### config.mk
export PLATFORM = sky130hd
export DESIGN_NAME = ex_alu_arb_flat
export DESIGN_NICKNAME = d
export VERILOG_FILES = /design/src/rtl/ex_alu_arb_if.sv /design/src/rtl/ex_alu_arb.sv /design/src/flat_wrapper.sv
export SDC_FILE = /design/constraint.sdc
export NUM_CORES = 1
export LEC_CHECK = 0
export ABC_AREA = 0
export ABC_CLOCK_PERIOD_IN_PS = 3650
export BUFFER_PORTS_ARGS = -buffer_cell sky130_fd_sc_hd__buf_2
export CORE_AREA = 5 5 205 207
export DETAILED_ROUTE_END_ITERATION = 7
export DIE_AREA = 0 0 210 212
export PLACE_DENSITY = 0.51
export RECOVER_POWER = 100
export SLEW_MARGIN = 20
export SYNTH_ARGS = -nofsm -noshare
export SYNTH_HDL_FRONTEND = slang
export SYNTH_SLANG_ARGS = --single-unit
### constraint.sdc
create_clock -name clk -period 3.65 [get_ports clk]
set_input_delay 0 -clock clk [delete_from_list [all_inputs] [get_ports clk]]
set_output_delay 0 -clock clk [all_outputs]
set_load 0.03 [all_outputs]
### src/rtl/ex_alu_arb_if.sv
// Bundles the two requester handshakes, the ALU drive/return and the response channel.
// Latency: none, wiring only.
// Backpressure: carries the req*_ready and rsp_ready signals between the arbiter and its peers.
interface ex_alu_arb_if #(
    parameter int XLEN = 64,
    parameter int OPW  = 4,
    parameter int TAGW = 3
);
    // Port 0: main pipeline issue
    logic            req0_valid;
    logic            req0_ready;
    logic [OPW-1:0]  req0_op;
    logic [XLEN-1:0] req0_a;
    logic [XLEN-1:0] req0_b;
    logic [TAGW-1:0] req0_tag;

    // Port 1: address-generation / branch-target helper
    logic            req1_valid;
    logic            req1_ready;
    logic [OPW-1:0]  req1_op;
    logic [XLEN-1:0] req1_a;
    logic [XLEN-1:0] req1_b;
    logic [TAGW-1:0] req1_tag;

    // Shared ALU
    logic [OPW-1:0]  alu_op;
    logic [XLEN-1:0] alu_a;
    logic [XLEN-1:0] alu_b;
    logic [XLEN-1:0] alu_result;

    // Tagged response
    logic            rsp_valid;
    logic            rsp_ready;
    logic [XLEN-1:0] rsp_result;
    logic [TAGW-1:0] rsp_tag;
    logic            rsp_src;

    // Environment side: requesters, the ALU itself and the response consumer
    modport master (
        output req0_valid, req0_op, req0_a, req0_b, req0_tag,
        input  req0_ready,
        output req1_valid, req1_op, req1_a, req1_b, req1_tag,
        input  req1_ready,
        input  alu_op, alu_a, alu_b,
        output alu_result,
        input  rsp_valid, rsp_result, rsp_tag, rsp_src,
        output rsp_ready
    );

    // Arbiter side
    modport slave (
        input  req0_valid, req0_op, req0_a, req0_b, req0_tag,
        output req0_ready,
        input  req1_valid, req1_op, req1_a, req1_b, req1_tag,
        output req1_ready,
        output alu_op, alu_a, alu_b,
        input  alu_result,
        output rsp_valid, rsp_result, rsp_tag, rsp_src,
        input  rsp_ready
    );
endinterface

### src/rtl/ex_alu_arb.sv
// Round-robin share of the single execute-stage ALU between pipeline issue (port 0) and AGU/branch helper (port 1).
// Latency: accept to rsp_valid is 2 cycles; one op per 2 cycles, back-to-back when accept meets the response handshake.
// Backpressure: req readys are low while an op is executing or a response waits on rsp_ready; flush drops everything.
module ex_alu_arb #(
    parameter int XLEN = 64,
    parameter int OPW  = 4,
    parameter int TAGW = 3
) (
    input  logic            clk,
    input  logic            rst_n,
    input  logic            flush,
    ex_alu_arb_if.slave     bus
);

    // Operation held on the ALU from accept until the next accept
    typedef struct packed {
        logic [OPW-1:0]  op;
        logic [XLEN-1:0] a;
        logic [XLEN-1:0] b;
        logic [TAGW-1:0] tag;
        logic            src;
    } cap_t;

    // Registered response payload
    typedef struct packed {
        logic [XLEN-1:0] result;
        logic [TAGW-1:0] tag;
        logic            src;
    } rsp_t;

    localparam logic [1:0] ST_IDLE = 2'd0;
    localparam logic [1:0] ST_EXEC = 2'd1;
    localparam logic [1:0] ST_RESP = 2'd2;

    logic [1:0] state_q, state_d;
    logic       last_grant_q, last_grant_d;
    logic       rsp_vld_q, rsp_vld_d;
    cap_t       cap_q, cap_d;
    rsp_t       rsp_q, rsp_d;

    logic       can_accept;
    logic       grant;
    logic       acc0;
    logic       acc1;
    logic       accept;
    logic       rsp_load;

    // New work may enter when idle, or when the held response is consumed this same cycle
    assign can_accept = !flush &&
                        ((state_q == ST_IDLE) || ((state_q == ST_RESP) && bus.rsp_ready));

    // Lone requester always wins; on a tie the port not served last time wins
    always_comb begin
        grant = ~last_grant_q;
        if (bus.req0_valid && !bus.req1_valid) begin
            grant = 1'b0;
        end else if (bus.req1_valid && !bus.req0_valid) begin
            grant = 1'b1;
        end
    end

    assign bus.req0_ready = can_accept && !grant;
    assign bus.req1_ready = can_accept && grant;

    assign acc0   = bus.req0_valid && bus.req0_ready;
    assign acc1   = bus.req1_valid && bus.req1_ready;
    assign accept = acc0 || acc1;

    // Select the granted port's payload for capture
    always_comb begin
        cap_d = cap_q;
        if (acc1) begin
            cap_d.op  = bus.req1_op;
            cap_d.a   = bus.req1_a;
            cap_d.b   = bus.req1_b;
            cap_d.tag = bus.req1_tag;
            cap_d.src = 1'b1;
        end else if (acc0) begin
            cap_d.op  = bus.req0_op;
            cap_d.a   = bus.req0_a;
            cap_d.b   = bus.req0_b;
            cap_d.tag = bus.req0_tag;
            cap_d.src = 1'b0;
        end
    end

    // Round-robin pointer only moves on an actual handshake
    assign last_grant_d = accept ? grant : last_grant_q;

    // Next-state and response-valid decode; flush overrides every state
    always_comb begin
        state_d   = state_q;
        rsp_vld_d = rsp_vld_q;
        if (flush) begin
            state_d   = ST_IDLE;
            rsp_vld_d = 1'b0;
        end else begin
            case (state_q)
                ST_IDLE: begin
                    if (accept) begin
                        state_d = ST_EXEC;
                    end
                end
                ST_EXEC: begin
                    state_d   = ST_RESP;
                    rsp_vld_d = 1'b1;
                end
                ST_RESP: begin
                    if (bus.rsp_ready) begin
                        state_d   = accept ? ST_EXEC : ST_IDLE;
                        rsp_vld_d = 1'b0;
                    end
                end
                default: begin
                    state_d   = ST_IDLE;
                    rsp_vld_d = 1'b0;
                end
            endcase
        end
    end

    // ALU result is sampled only at the end of the execute cycle
    assign rsp_load = (state_q == ST_EXEC) && !flush;

    // Build the response payload from the ALU output and the captured tag/source
    always_comb begin
        rsp_d = rsp_q;
        if (rsp_load) begin
            rsp_d.result = bus.alu_result;
            rsp_d.tag    = cap_q.tag;
            rsp_d.src    = cap_q.src;
        end
    end

    // Control state: FSM, arbitration pointer, response valid
    always_ff @(posedge clk or negedge rst_n) begin
        if (!rst_n) begin
            state_q      <= ST_IDLE;
            last_grant_q <= 1'b1;
            rsp_vld_q    <= 1'b0;
        end else begin
            state_q      <= state_d;
            last_grant_q <= last_grant_d;
            rsp_vld_q    <= rsp_vld_d;
        end
    end

    // Capture registers; they also drive the ALU so its inputs stay quiet between ops
    always_ff @(posedge clk or negedge rst_n) begin
        if (!rst_n) begin
            cap_q <= '0;
        end else begin
            cap_q <= cap_d;
        end
    end

    // Response payload registers, stable while the response waits
    always_ff @(posedge clk or negedge rst_n) begin
        if (!rst_n) begin
            rsp_q <= '0;
        end else begin
            rsp_q <= rsp_d;
        end
    end

    assign bus.alu_op     = cap_q.op;
    assign bus.alu_a      = cap_q.a;
    assign bus.alu_b      = cap_q.b;

    assign bus.rsp_valid  = rsp_vld_q;
    assign bus.rsp_result = rsp_q.result;
    assign bus.rsp_tag    = rsp_q.tag;
    assign bus.rsp_src    = rsp_q.src;

    // At most one requester is offered ready in any cycle
    a_one_ready: assert property (@(posedge clk) disable iff (!rst_n)
        !(bus.req0_ready && bus.req1_ready));

    // A stalled response must not change underneath the consumer
    a_rsp_stable: assert property (@(posedge clk) disable iff (!rst_n)
        (bus.rsp_valid && !bus.rsp_ready && !flush) |=>
            (bus.rsp_valid && $stable(rsp_q)));

    // Execute lasts exactly one cycle and ends in RESP, or IDLE when flushed
    a_exec_exit: assert property (@(posedge clk) disable iff (!rst_n)
        (state_q == ST_EXEC) |=>
            ((state_q == ST_RESP) || ((state_q == ST_IDLE) && $past(flush))));

endmodule

### src/flat_wrapper.sv
// flat-port wrapper written by rule: the top's interface ports become plain ports
module ex_alu_arb_flat 
#(
    parameter int XLEN = 64,
    parameter int OPW  = 4,
    parameter int TAGW = 3
)
  (clk, rst_n, flush, bus_req0_valid, bus_req0_op, bus_req0_a, bus_req0_b, bus_req0_tag, bus_req0_ready, bus_req1_valid, bus_req1_op, bus_req1_a, bus_req1_b, bus_req1_tag, bus_req1_ready, bus_alu_op, bus_alu_a, bus_alu_b, bus_alu_result, bus_rsp_valid, bus_rsp_result, bus_rsp_tag, bus_rsp_src, bus_rsp_ready);
  ex_alu_arb_if #(.XLEN(XLEN), .OPW(OPW), .TAGW(TAGW)) bus_i ();
  input  logic clk;
  input  logic rst_n;
  input  logic flush;
  input wire logic [$bits(bus_i.req0_valid)-1:0] bus_req0_valid;
  input wire logic [$bits(bus_i.req0_op)-1:0] bus_req0_op;
  input wire logic [$bits(bus_i.req0_a)-1:0] bus_req0_a;
  input wire logic [$bits(bus_i.req0_b)-1:0] bus_req0_b;
  input wire logic [$bits(bus_i.req0_tag)-1:0] bus_req0_tag;
  output wire logic [$bits(bus_i.req0_ready)-1:0] bus_req0_ready;
  input wire logic [$bits(bus_i.req1_valid)-1:0] bus_req1_valid;
  input wire logic [$bits(bus_i.req1_op)-1:0] bus_req1_op;
  input wire logic [$bits(bus_i.req1_a)-1:0] bus_req1_a;
  input wire logic [$bits(bus_i.req1_b)-1:0] bus_req1_b;
  input wire logic [$bits(bus_i.req1_tag)-1:0] bus_req1_tag;
  output wire logic [$bits(bus_i.req1_ready)-1:0] bus_req1_ready;
  output wire logic [$bits(bus_i.alu_op)-1:0] bus_alu_op;
  output wire logic [$bits(bus_i.alu_a)-1:0] bus_alu_a;
  output wire logic [$bits(bus_i.alu_b)-1:0] bus_alu_b;
  input wire logic [$bits(bus_i.alu_result)-1:0] bus_alu_result;
  output wire logic [$bits(bus_i.rsp_valid)-1:0] bus_rsp_valid;
  output wire logic [$bits(bus_i.rsp_result)-1:0] bus_rsp_result;
  output wire logic [$bits(bus_i.rsp_tag)-1:0] bus_rsp_tag;
  output wire logic [$bits(bus_i.rsp_src)-1:0] bus_rsp_src;
  input wire logic [$bits(bus_i.rsp_ready)-1:0] bus_rsp_ready;
  assign bus_i.req0_valid = bus_req0_valid;
  assign bus_i.req0_op = bus_req0_op;
  assign bus_i.req0_a = bus_req0_a;
  assign bus_i.req0_b = bus_req0_b;
  assign bus_i.req0_tag = bus_req0_tag;
  assign bus_req0_ready = bus_i.req0_ready;
  assign bus_i.req1_valid = bus_req1_valid;
  assign bus_i.req1_op = bus_req1_op;
  assign bus_i.req1_a = bus_req1_a;
  assign bus_i.req1_b = bus_req1_b;
  assign bus_i.req1_tag = bus_req1_tag;
  assign bus_req1_ready = bus_i.req1_ready;
  assign bus_alu_op = bus_i.alu_op;
  assign bus_alu_a = bus_i.alu_a;
  assign bus_alu_b = bus_i.alu_b;
  assign bus_i.alu_result = bus_alu_result;
  assign bus_rsp_valid = bus_i.rsp_valid;
  assign bus_rsp_result = bus_i.rsp_result;
  assign bus_rsp_tag = bus_i.rsp_tag;
  assign bus_rsp_src = bus_i.rsp_src;
  assign bus_i.rsp_ready = bus_rsp_ready;
  ex_alu_arb #(.XLEN(XLEN), .OPW(OPW), .TAGW(TAGW)) u_core (.clk(clk), .rst_n(rst_n), .flush(flush), .bus(bus_i));
endmodule
==> results of run 1 <==
==> layout by cell type, fill, tap and decap left out, drive strengths merged, types with 6 or more instances in the layout <==
master / instances
mux2: 68
o2111ai: 134
a31oi: 138
diode: 6
dlygate4sd3: 340
buf: 352
dfrtp: 207
o2bb2ai: 134
clkbuf: 245
==> kinds of logic (layout without fill, tap and decap cells) <==
family          Yosys count  in the layout  share of synthesized area
mux                      69             69                     0.0710
simple gates             16             16                    0.00790
compound gates          409            409                      0.296
fa+ha+maj                 1              1                   0.000916
buf+inv                 261            947                      0.147
other cells               0              6                          0
flops                   208            208                      0.477
==> worst paths after layout <==
path	depth (start not counted)	startpoint	end	slack (ps)
worst max-delay path	6	u_core.state_q[1]	u_core.cap_q[2]	570
worst max register to register	6	u_core.state_q[1]	u_core.cap_q[2]	570
min in group asynchronous	2	rst_n	u_core.bus.alu_a[10]	720
max in group asynchronous	3	rst_n	u_core.bus.alu_b[27]	980
worst min register to register	1	u_core.bus.rsp_result[57]	u_core.bus.rsp_result[57]	510
worst min-delay path	3	bus_req1_valid	u_core.cap_q[0]	80
==> layer usage <==
metal / share of wire / up-vias / track usage
li1: - / 5080 / -
met1: 0.39 / 5551 / 0.222
met2: 0.49 / 554 / 0.304
met3: 0.075 / 126 / 0.0426
met4: 0.042 / 0 / 0.0812
met5: 0 / - / 0
==> worst min-delay path, stage by stage <==
cell	delay, ps
buf_2	130
a21boi_4	190
a22o_1	250
==> registers in the layout (all words and copies together) (netlist names) <==
signal	flops
u_core.bus.rsp_result	64
u_core.bus.alu_op	4
u_core.cap_q	4
u_core.bus.rsp_src	1
u_core.bus.rsp_tag	3
u_core.bus.alu_b	64
u_core.bus.rsp_valid	1
u_core.state_q	2
u_core.bus.alu_a	64
u_core.last_grant_q	1
==> where the power goes <==
| part | total (mW) | internal (mW) | switching, mW |
|---|---|---|---|
| Sequential | 3.19 | 2.85 | 0.334 |
| Clock | 2.70 | 1.68 | 1.03 |
| Combinational | 3.55 | 1.38 | 2.18 |
==> final cells by class <==
| type | count | area (um2) |
|---|---|---|
| clock inverters | 8 | 115 |
| inverters | 2 | 7.51 |
| clock buffers | 39 | 781 |
| multi-input cells | 495 | 4140 |
| fillers | 3888 | 23200 |
| repair buffers | 898 | 6050 |
| well taps | 532 | 666 |
| diodes | 6 | 15.0 |
| flip-flops and latches | 208 | 5210 |
==> cells in the mapped netlist, drive strengths merged (2+ instances only) <==
| library cell | n | area, um2 |
|---|---|---|
| nand2 | 2 | 7.51 |
| inv | 2 | 7.51 |
| a31oi | 138 | 863 |
| buf | 202 | 1390 |
| dfrtp | 207 | 5180 |
| nor2 | 5 | 18.8 |
| mux2 | 68 | 766 |
| clkbuf | 57 | 214 |
| o2bb2ai | 134 | 1170 |
| o2111ai | 134 | 1170 |
| and2 | 2 | 12.5 |
==> what timing repair did <==
action	in CTS	in global routing
endpoints found under the hold margin	291	0
setup buffers	0	0
hold buffers	340	0
==> flow_metrics.tcl, run 1 <==
set metrics [dict create \
    final_area_um2 17000 \
    cp.required_ps 4120 \
    hold_class "input port to register" \
    start_kind "register" \
    tritoncts "done" \
    maxCapViolations 2 \
    numPortBuffers 542 \
    clock_latency_ps 530 \
    htreeDepth 1 \
    fin_crit_ps 3080 \
    synthArstFlopShare 1.00 \
    clk_pin_slew_ps 60 \
    grt_pass1_wl_um 66600 \
    root_buffer "clkbuf_16" \
    io_pins 543 \
    fp.dieArea_um2 44500 \
    numPlacedInstances 1795 \
    ys_seq_elements 208 \
    cellPowerDensity_nw_per_um2 556 \
    crit_fanout 80 \
    num-nets-final 1971 \
    placed_area_um2 13000 \
    place_congestion 0.844 \
    routed_wl_um 43400 \
    crit_buf_inv 3 \
    grt_setup_unrepaired "no" \
    max_freq_mhz 325 \
    grt_max_degree 141 \
    clock_skew_ps 14.2 \
    synthToLayoutAreaGrowth_pct 55.4 \
    p_leak_nw 7.16 \
    crit_family "buffers and inverters" \
    cts_resized 0 \
    setup_violations 0 \
    num_rows 74 \
    tightestPinTransition_ps 2400 \
    cp-end-kind "register" \
    hold_ws_ps 84.1 \
    final_util 0.423 \
    syn_area_um2 10900 \
    yosysSeqAreaShare 0.477 \
    cts.sinks 208 \
    ir_drop_mv 0.485 \
    cts.path.max_buffers 3 \
    finalNonFillerCells 2188 \
    power_mw 9.45 \
    drtIter0Drc 1205 \
    final-max-slew-violation-count 160 \
    core_um2 40200 \
    grt_pass1_vias 11997 \
    synth_edf_count 0 \
    place_hpwl_um 26700 \
    ys_types 27 \
    overflow 0 \
    cts_inserted_buffers 26 \
    vias 11311 \
    setup_ws_ps 573 \
    fin_crit_sh 0.843 \
    wl_per_cell_um 19.8 \
    fin_tns_setup_ps 0 \
    crit_path_cell_trace "nand2b_4 > nand3_1 > buf_4 > inv_1 > a31oi_1 > dlygate4sd3_1" \
    antenna_found_initial 6 \
    avgSynthCellArea_um2 11.3 \
    slew_headroom -0.599 \
    status "finished with violations" \
    cp_slowest_cell "buf_4" \
    post-place-ws_ps 1370 \
    synth_nets 1304 \
    ys.warnings.count 0 \
    drive_above_1_share 0.286 \
    dr.pass1.iters 7 \
    crit_type "register to register" \
    critPathMaxStageDelay_ps 800 \
    routed_via_density 5.17 \
    synth_ff_type "dfrtp_1" \
    track_usage 0.181 \
    initial_core_util 0.272 \
    dieWidth_um 210 \
    violations "max-capacitance violations, max-slew violations" \
    die_height_um 212 \
    worstPathArrival_ps 3550 \
    post-route-drc-count 0 \
    synth_cells 964 \
    ant_nets 0 \
    hold_viol 0 \
]
No activity file was read; power rests on OpenSTA's default activity.
==> run 2: changes to the inputs <==
- ABC_CLOCK_PERIOD_IN_PS: 3650 -> 3000
- clock period: 3.65 -> 3 ns (I/O delays scaled with it)
==> flow_metrics.tcl, run 2 (same netlist as run 1, synthesis figures left out) <==
set metrics [dict create \
    status "finished with violations" \
    clkPwrFrac 0.271 \
    drtIter0Drc 1072 \
    fp.dieArea_um2 44500 \
    clock_skew_ps 8.24 \
    r2r-start "u_core.last_grant_q" \
    track_usage 0.183 \
    grt_pass1_vias 12112 \
    intPower_mw 6.97 \
    tritoncts "done" \
    critPathLaunch "u_core.last_grant_q" \
    post-route-drc-count 0 \
    cp.required_ps 3460 \
    fin_crit_sh 0.891 \
    setup_ws_ps 326 \
    final_area_um2 17000 \
    crit_path_cell_trace "a21boi_2 > buf_12 > a31oi_1 > o2bb2ai_1 > dlygate4sd3_1" \
    worst-r2r-setup-slack_ps 330 \
    place_congestion 0.845 \
    fin_tns_setup_ps 0 \
    timing.rr.end "u_core.bus.alu_b[6]" \
    final_util 0.424 \
    routed_wl_um 43900 \
    clock_latency_ps 540 \
    numPortBuffers 542 \
    hold_viol 0 \
    power_mw 11.3 \
    critPathMaxStageDelay_ps 760 \
    power_frac_comb 0.386 \
    htreeDepth 1 \
    dieWidth_um 210 \
    initial_core_util 0.272 \
    crit_fanout 73 \
    placed_area_um2 13100 \
    cts.sinks 208 \
    tightestPinTransition_ps 2440 \
    num_rows 74 \
    post-place-ws_ps 1140 \
    overflow 0 \
    clk_pin_slew_ps 60 \
    crit_family "compound AO/OA/AOI/OAI gates" \
    maxCapViolations 2 \
    cp-end-kind "register" \
    synthToLayoutAreaGrowth_pct 55.9 \
    cellPowerDensity_nw_per_um2 662 \
    power_frac_seq 0.343 \
    crit_buf_inv 2 \
    io_pins 543 \
    worstSetupPathDepth 5 \
    vias 11310 \
    cp_slowest_cell "a21boi_2" \
    grt_setup_unrepaired "no" \
    violations "max-capacitance violations, max-slew violations" \
    worstPathArrival_ps 3140 \
    routed_via_density 5.16 \
    post-cts-setup-buffers 0 \
    sw_frac_of_total 0.382 \
    root_buffer "clkbuf_16" \
    drive_above_1_share 0.286 \
    wl_per_cell_um 20.0 \
    p_leak_nw 7.18 \
    grt_pass1_wl_um 67100 \
    layout_common_cells "buf_2, dlygate4sd3_1, clkbuf_1" \
    crit_type "register to register" \
    place_hpwl_um 27000 \
    dr.pass1.iters 6 \
    antenna_found_initial 5 \
    reg2reg_depth 5 \
    die_height_um 212 \
    ant_nets 0 \
    num-nets-final 1977 \
    netSwitchingPower_mw 4.30 \
    cts.path.max_buffers 3 \
    max_freq_mhz 374 \
    layout_commonest_cell "buf_2" \
    final-max-slew-violation-count 134 \
    core_um2 40200 \
    hold_class "input port to register" \
    fin_crit_ps 2670 \
    slew_headroom -0.625 \
    grt_max_degree 151 \
    cts_inserted_buffers 25 \
    endpoint "u_core.bus.alu_b[6]" \
    ir_drop_mv 0.570 \
    setup_violations 0 \
    start_kind "register" \
]
[run 2: changes by cell type in the layout (fill, tap and decap cells not counted), moves of 2 or more]
cell | before | now
buf_12 | 6 | 13
clkbuf_1 | 207 | 209
clkbuf_16 | 27 | 25
clkbuf_8 | 6 | 4
diode_2 | 6 | 4
mux2_1 | 0 | 2
mux2_2 | 68 | 66
[run 2: worst min path at each step]
| stage | end | cells past startpoint | start | slack (ps) |
|---|---|---|---|---|
| detailed placement | u_core.bus.alu_a[10] | 1 | rst_n | 180 |
| CTS | u_core.bus.alu_a[10] | 2 | rst_n | 150 |
| global placement | u_core.bus.alu_a[10] | 1 | rst_n | 190 |
| floorplan | u_core.bus.alu_a[0] | 0 | rst_n | -300 |
| finish | u_core.bus.rsp_result[36] | 3 | bus_alu_result[36] | 230 |
| global route | u_core.bus.rsp_result[33] | 3 | bus_alu_result[33] | 220 |
[run 2: worst register-to-register path: cells and delay by family, from the launching register on]
family	cells	cell delay [ps]
AO/OA/AOI/OAI	3	1210
buffers and inverters	2	980
flip-flops	1	420
[run 2: what timing repair did]
item                                   4_1_cts  5_1_grt
endpoints found under the hold margin      302        0
gates resized for setup                      0        0
hold buffers                               340        0
[run 2: layer usage]
metal	GRT usage	share of wire	routed length (um)	vias to the layer above
met5	0	0	0	-
met4	0.0738	0.042	1840	0
met3	0.0480	0.078	3440	121
met2	0.312	0.49	21600	553
met1	0.222	0.39	17100	5550
li1	-	-	-	5086
[run 2: cell type report]
| class | count | area, um2 |
|---|---|---|
| antenna | 4 | 10.0 |
| clock buffer | 35 | 703 |
| clock inverter | 10 | 108 |
| fill | 3887 | 23200 |
| inverter | 2 | 7.51 |
| multi-input combinational | 495 | 4140 |
| sequential | 208 | 5210 |
| tap | 532 | 666 |
| timing repair buffer | 905 | 6180 |
[run 2: through the flow]
stage | hold WS, ps | instances
after floorplan | -296 | 964
after global placement | 187 | 1802
after detailed placement | 180 | 1802
after CTS | 150 | 2187
after global routing | 224 | 2191
final | 226 | 2191
[run 2: power groups by stage]
| stage | clock [mW] | sequential (mW) | combinational [mW] |
|---|---|---|---|
| floorplan | 0 | 4.34 | 2.44 |
| global placement | 0 | 3.87 | 3.75 |
| detailed placement | 0 | 3.87 | 3.76 |
| CTS | 3.15 | 3.84 | 4.52 |
| global route | 3.26 | 3.95 | 4.63 |
| finish | 3.05 | 3.87 | 4.35 |
